--- src/rtl/rmon_update_ctrl.sv ---
// rmon_update_ctrl
//   Read-modify-write sequencer for port A of the RMON statistics RAM
//   (64 x 32, one-cycle synchronous read). Arbitrates between the Rx and Tx
//   statistics engines (increment) and the CPU clear path (write zero).
//   Port B of the RAM is a free CPU read port and is not handled here.
//
// Ports
//   i_clk, i_reset                 clock shared with the RAM, sync active-high reset
//   i_rx_req/addr/inc, o_rx_ack    Rx increment request, level until ack
//   i_tx_req/addr/inc, o_tx_ack    Tx increment request, level until ack
//   i_clr_req/addr, o_clr_ack      CPU clear request, level until ack
//   o_addra, o_dina, o_wea         RAM port A controls, registered
//   i_douta                        RAM port A read data
//   o_busy                         high whenever the FSM is not IDLE
//
// Parameters
//   SATURATE  0: counters wrap mod 2^32, 1: counters stick at all-ones
//   INC_W     width of the increment operands (at most 32)
module rmon_update_ctrl #(
  parameter bit SATURATE = 1'b0,
  parameter int INC_W    = 16
) (
  input  logic             i_clk,
  input  logic             i_reset,
  input  logic             i_rx_req,
  input  logic [5:0]       i_rx_addr,
  input  logic [INC_W-1:0] i_rx_inc,
  output logic             o_rx_ack,
  input  logic             i_tx_req,
  input  logic [5:0]       i_tx_addr,
  input  logic [INC_W-1:0] i_tx_inc,
  output logic             o_tx_ack,
  input  logic             i_clr_req,
  input  logic [5:0]       i_clr_addr,
  output logic             o_clr_ack,
  output logic [5:0]       o_addra,
  output logic [31:0]      o_dina,
  output logic             o_wea,
  input  logic [31:0]      i_douta,
  output logic             o_busy
);

  typedef enum logic [2:0] {S_IDLE, S_RD, S_WT, S_WR, S_CLR} state_t;

  state_t           r_state, w_state_nxt;
  logic             r_rr_rx, w_rr_nxt;     // 1: Rx wins an Rx/Tx tie
  logic [INC_W-1:0] r_inc, w_inc_nxt;
  logic [5:0]       r_addra, w_addra_nxt;  // doubles as the latched address
  logic [31:0]      r_dina, w_dina_nxt;
  logic             r_wea, w_wea_nxt;
  logic             w_rx_ack, w_tx_ack, w_clr_ack;
  logic [32:0]      w_sum;
  logic [31:0]      w_upd;

  // Douta is valid in WT; the updated count is registered straight into Dina.
  assign w_sum = {1'b0, i_douta} + 33'(r_inc);
  assign w_upd = (SATURATE && w_sum[32]) ? 32'hFFFF_FFFF : w_sum[31:0];

  always_comb begin
    w_state_nxt = r_state;
    w_rr_nxt    = r_rr_rx;
    w_inc_nxt   = r_inc;
    w_addra_nxt = r_addra;
    w_dina_nxt  = r_dina;
    w_wea_nxt   = 1'b0;
    w_rx_ack    = 1'b0;
    w_tx_ack    = 1'b0;
    w_clr_ack   = 1'b0;
    unique case (r_state)
      S_IDLE: begin
        // Grants are suppressed during reset so no ack is lost to it.
        if (!i_reset) begin
          if (i_clr_req) begin
            // Clear wins outright and leaves the round-robin pointer alone.
            w_clr_ack   = 1'b1;
            w_state_nxt = S_CLR;
            w_addra_nxt = i_clr_addr;
            w_dina_nxt  = '0;
            w_inc_nxt   = '0;
            w_wea_nxt   = 1'b1;
          end else if (i_rx_req && (r_rr_rx || !i_tx_req)) begin
            w_rx_ack    = 1'b1;
            w_state_nxt = S_RD;
            w_addra_nxt = i_rx_addr;
            w_inc_nxt   = i_rx_inc;
            w_rr_nxt    = 1'b0;
          end else if (i_tx_req) begin
            w_tx_ack    = 1'b1;
            w_state_nxt = S_RD;
            w_addra_nxt = i_tx_addr;
            w_inc_nxt   = i_tx_inc;
            w_rr_nxt    = 1'b1;
          end
        end
      end
      S_RD:  w_state_nxt = S_WT;
      S_WT: begin
        w_state_nxt = S_WR;
        w_dina_nxt  = w_upd;
        w_wea_nxt   = 1'b1;
      end
      S_WR:  w_state_nxt = S_IDLE;
      S_CLR: w_state_nxt = S_IDLE;
      default: w_state_nxt = S_IDLE;
    endcase
  end

  always_ff @(posedge i_clk) begin
    if (i_reset) begin
      r_state <= S_IDLE;
      r_rr_rx <= 1'b1;
      r_inc   <= '0;
      r_addra <= '0;
      r_dina  <= '0;
      r_wea   <= 1'b0;
    end else begin
      r_state <= w_state_nxt;
      r_rr_rx <= w_rr_nxt;
      r_inc   <= w_inc_nxt;
      r_addra <= w_addra_nxt;
      r_dina  <= w_dina_nxt;
      r_wea   <= w_wea_nxt;
    end
  end

  assign o_rx_ack  = w_rx_ack;
  assign o_tx_ack  = w_tx_ack;
  assign o_clr_ack = w_clr_ack;
  assign o_addra   = r_addra;
  assign o_dina    = r_dina;
  assign o_wea     = r_wea;
  assign o_busy    = (r_state != S_IDLE);

endmodule

--- config.mk ---
export PLATFORM = sky130hd
export DESIGN_NAME = rmon_update_ctrl
export DESIGN_NICKNAME = d
export VERILOG_FILES = /design/src/rtl/rmon_update_ctrl.sv
export SDC_FILE = /design/constraint.sdc
export NUM_CORES = 1
export LEC_CHECK = 0
export CORE_AREA = 8 8 69 116
export CTS_CLUSTER_DIAMETER = 60
export DETAILED_ROUTE_END_ITERATION = 16
export DIE_AREA = 0 0 77 124
export DONT_BUFFER_PORTS = 1
export HOLD_SLACK_MARGIN = 0.06
export PLACE_DENSITY = 0.73
export SLEW_MARGIN = 20
export SYNTH_ARGS = -nofsm -noshare
export SYNTH_HDL_FRONTEND = slang
export SYNTH_SLANG_ARGS = --single-unit
export TNS_END_PERCENT = 100
--- constraint.sdc ---
create_clock -name i_clk -period 8 [get_ports i_clk]
set_input_delay 2 -clock i_clk [delete_from_list [all_inputs] [get_ports i_clk]]
set_output_delay 2 -clock i_clk [all_outputs]
set_load 0.01 [all_outputs]
* Yosys cells after proc, flatten, opt, wreduce, memory -nomap -nowiden
Cells that the tools add are included.
Widths: inputs -> output; s select.
** Storage, ports and cells
- Flip-flop bits (word level) :: 59
- Memories :: 0
- Input port bits :: 87
- Bits in read-only memories :: 0
- Output and inout bits :: 43
- Latch bits :: 0
- Memory bits (writable) :: 0
** Cells by class
- $lt $le $gt $ge :: 0
- Shift operators :: 0
- $mul :: 0
- Add/subtract/negate cells :: 1
- Muxes and demuxes :: 27
- Bitwise operators :: 1
- Equal/unequal tests :: 4
- Reduce and logical (&&, ||, !) cells :: 11
- Div/mod/pow operators :: 0
** Operators with widths (number)
- $pmux 32 s2 :: 1
- $mux 16 :: 3
- $add 32x16->32 :: 1
- $mux 32 :: 1
- $mux 6 :: 3
- $mux 1 :: 14
- $mux 3 :: 3
- $pmux 3 s3 :: 1
- $reduce_bool 3->1 :: 2
- $ne 4x4->1 const B :: 1
- $reduce_and 2->1 :: 2
- $reduce_bool 2->1 :: 2
- $eq 3x1->1 const B :: 1
- $eq 3x2->1 const B :: 1
- $logic_not 3->1 :: 1
- $reduce_and 3->1 :: 1
- $ne 2x2->1 const B :: 1
- $pmux 1 s2 :: 1
- $logic_and 1x1->1 :: 1
- $logic_not 1->1 :: 1
- $logic_or 1x1->1 :: 1
- $not 1->1 :: 1

* Depth between registers and ports, before layout
- Word-level depth :: 7
- Mapped depth :: 11
- Mapped depth without buffers :: 10

* Worst setup path after synthesis
No wires, ideal clock.
- Path kind :: input-to-output
- From :: in i_tx_req
- To :: out o_tx_ack
- Path buffers :: 2
- Slack :: 2680 ps
- Arrival time :: 3320 ps
- Stages :: 6
- Required time :: 6000 ps
- Cells stage by stage :: inv_1 > o21ai_1 > clkbuf_1 > clkbuf_1 > nand2_1 > nor4_1
** Between the ends
- Cells in the longest elaborated chain, start to end :: 7
- Elaborated cells on any way between the ends :: 8
- Classes of those cells :: mux: 5; reduce/logical: 3
** RTL lines
- start, declared :: line 29 : input logic i_tx_req,
- $logic_not 1->1 :: line 81 : end else if (i_rx_req && (r_rr_rx || !i_tx_req)) begin
- $logic_or 1x1->1 :: line 81
- $logic_and 1x1->1 :: line 81
- $mux 1 (*) :: line 81
- $mux 1 (*) :: line 73 : if (i_clr_req) begin
- $mux 1 (*) :: line 72 : if (!i_reset) begin
- $mux 1 (*) :: line 69 : unique case (r_state)
- end, declared :: line 32 : output logic o_tx_ack,
Every way passes the cells marked *; elsewhere a longest branch is shown, timed or not.

* Final worst setup path
Ends and elaborated chain as after synthesis.

==> impl_results.md <==
- WL/cell: about 18 um
- Reg area: between 0.001 and 0.0015 mm^2
- Share of synthesized registers carrying an async set or reset: 0%
- Initial antenna violation count: 0
- Slew @ Worst Pin: ~0.76 ns
- DP HPWL: roughly 7300 um
- Most numerous cell in the Yosys netlist: nand2_1
- Fin. max-slew vios: 0
- Minimum clock period: 5.05 ns
- Routed vias: approximately 3.2k
- Clock H-tree levels: 3
- RD Place Congestion: around 0.86
- GRT Util Overall: around a fifth
- Worst Path Class, Setup: in2out
- Final Hold Fails: 0
- Hold endpoint: r_state[1]$_SDFFE_PP0P_
- Synth area leaders: dfxtp_1, nand2_1, a21oi_1
- Lkg Pwr: roughly 1.5 nW
- Clock sink count: just under 60
- Yosys top cell area share: between 30% and 40%
- Die area: between 0.009 and 0.01 mm^2
- Met3 wire len: between 900 and 1000 um
- Critical Path Sink Type: output pin
- Outcome: finished, final reports clean
- Yosys top cell by area: dfxtp_1
- Total CTS buffers: 9
- Reg2Reg Depth: 10
- Total gr overflow: 0
- TritonCTS clock tree: built
- Port Buffers: 0
- Cell Pwr Density: 217 mW/mm^2
- Placed Cells: between 500 and 600
- Hold-critical path depth: 1
- First-pass GRT wire length: 14500 um
- Slew headroom: between 40% and 50%
- Max Clock Freq: between 0.15 and 0.2 GHz
- FF-to-FF End: o_dina[28]$_SDFFE_PP0P_
- Resized Gates After CTS: 0
- RSZ-0062 raised after global routing: no
- Total negative slack: 0 ns
- Reg2reg start: r_inc[0]$_SDFFE_PP0P_
- Non-Filler Instances: 529
- Share of cells above drive strength 1: around 7%
- Longest Clk Path Bufs: 2
- Final setup fails: 0
- Warnings from Yosys: 0
- Synth unique cells: 49
- Iter 0 DRT Violations: approximately 190
- Dpl cell area: 0.00344 mm^2
- Die Ht: about 120 um
- Clock slew at reported path FFs: ~0.05 ns
- Nets: 546
- Syn nets: between 500 and 600
- Drc violations: 0
- Worst min path class: reg2reg
- DRT Pass-1 Iters: 4
- Core Region: between 0.006 and 0.007 mm^2
- Post-synth EDFFs: 0
- Synthesized flop and latch total: 59
- Met2 wire length: a little under 5000 um
- Top FF cell, synth: dfxtp_1
- CP startpoint kind: input port
- Hold_sp: r_state[2]$_SDFFE_PP0P_
- DR top layer: met4
- Inserted Diodes: 0
- Setup repair bufs after CTS: 0
- Routed Wire Length: approximately 9300 um
- Worst Clk Skew: 0.00745 ns
- Die W: slightly below 80 um
- # fillers: between 600 and 700
- Area of the multi-input gates: roughly 0.0021 mm^2
- Largest net degree at the start of global routing: 42
- Mapped cell area: 0.00344 mm^2
- Layout Area Growth over Synthesis: 7.45%
- Maxcap violations: 0
- Starting Density: 53.4%
- Synth Area per Inst: 7.53 um^2
- Maximum VDD drop: ~0.15 mV
- Flop2flop setup slack: slightly above 5 ns
- Worst EP required: 6.00 ns
- Worst skew pair latency: around 0.32 ns
- Top cells by count, synth: nand2_1, a21oi_1, dfxtp_1
- Final core occ: a little under three fifths
- Post-cts hold buffer count: 0
- Post-synthesis sequential area ratio: about a third
- CTS root buf: clkbuf_16
- WP data arrival: roughly 3 ns
- Period utilization: between 60% and 70%
- Row count: 39
- Num ports: 130
- CP Max Fanout: 9
- Antenna Nets Post-Route: 0
- Gate Count Post-Synth: ~460
- Number of global-route vias before repair: ~3.1k
- Fin area: 0.00370 mm^2
- DR vias/cell: about 6
- DRT met1 WL: 3180 um
==> flip-flops by register name, indices dropped and copies added, names as in the netlist <==
| register | cells |
|---|---|
| o_addra | 6 |
| o_dina | 32 |
| o_wea | 1 |
| r_inc | 16 |
| r_rr_rx | 1 |
| r_state | 3 |
==> stage by stage <==
stage                     power [mW]  setup slack (ns)  hold WS [ns]
final                          0.801              2.95         0.473
after global routing           0.842              2.80         0.502
after CTS                      0.809              2.95         0.471
after detailed placement       0.477              2.98         0.461
after global placement         0.473              3.00         0.450
after floorplan                0.454              2.68         0.436
==> kinds of logic after synthesis <==
kind of cell	share of synthesized area, %
compound gates	23.4
xor+xnor	5.85
fa+ha+maj	6.40
buf+inv	4.03
flops	34.3
simple gates	26.0
==> cell usage in the layout, fill, tap and decap left out, types with 6 or more instances in the layout <==
| cell type | count |
|---|---|
| nand2_1 | 86 |
| a21oi_1 | 61 |
| dfxtp_1 | 59 |
| nor2_1 | 39 |
| o21ai_0 | 30 |
| nand3_1 | 17 |
| ha_1 | 16 |
| xor2_1 | 14 |
| xnor2_1 | 9 |
| clkbuf_16 | 9 |
| nor2b_1 | 8 |
| a21o_1 | 8 |
| a22oi_1 | 7 |
| and3_1 | 6 |
==> how the worst max path moves through the flow <==
stage | startpoint | endpoint | slack, ns | depth (start not counted)
detailed placement | i_tx_req | o_tx_ack | 2.98 | 4
global route | i_tx_req | o_tx_ack | 2.80 | 4
finish | i_tx_req | o_tx_ack | 2.95 | 4
CTS | i_tx_req | o_tx_ack | 2.95 | 4
floorplan | i_tx_req | o_tx_ack | 2.68 | 6
global placement | i_tx_req | o_tx_ack | 3.00 | 4
==> worst max-delay path: stages <==
cell	delay, ns
inv_1	0.03
o21ai_1	0.47
nand2_1	0.11
nor4_1	0.43
==> power breakdown <==
group	internal, mW	total [mW]	leakage, nW	switching, mW
sequential	0.314	0.333	0.479	0.0190
clock	0.207	0.331	0.127	0.123
combinational	0.0533	0.138	0.870	0.0845
==> layer usage <==
metal  global-route usage [%]  vias to the layer above
li1                         -                     1581
met5                        0                        -
met1                     16.7                     1422
met3                     9.10                       22
met4                     12.1                        0
met2                     34.5                      140
==> final cells by class <==
class	instances	area share, %
clock inverter	3	0.406
inverter	4	0.406
tap	82	2.77
timing repair buffer	3	0.609
sequential	59	31.9
clock buffer	13	6.50
multi-input combinational	365	57.4
No activity file was read; power rests on OpenSTA's default activity.
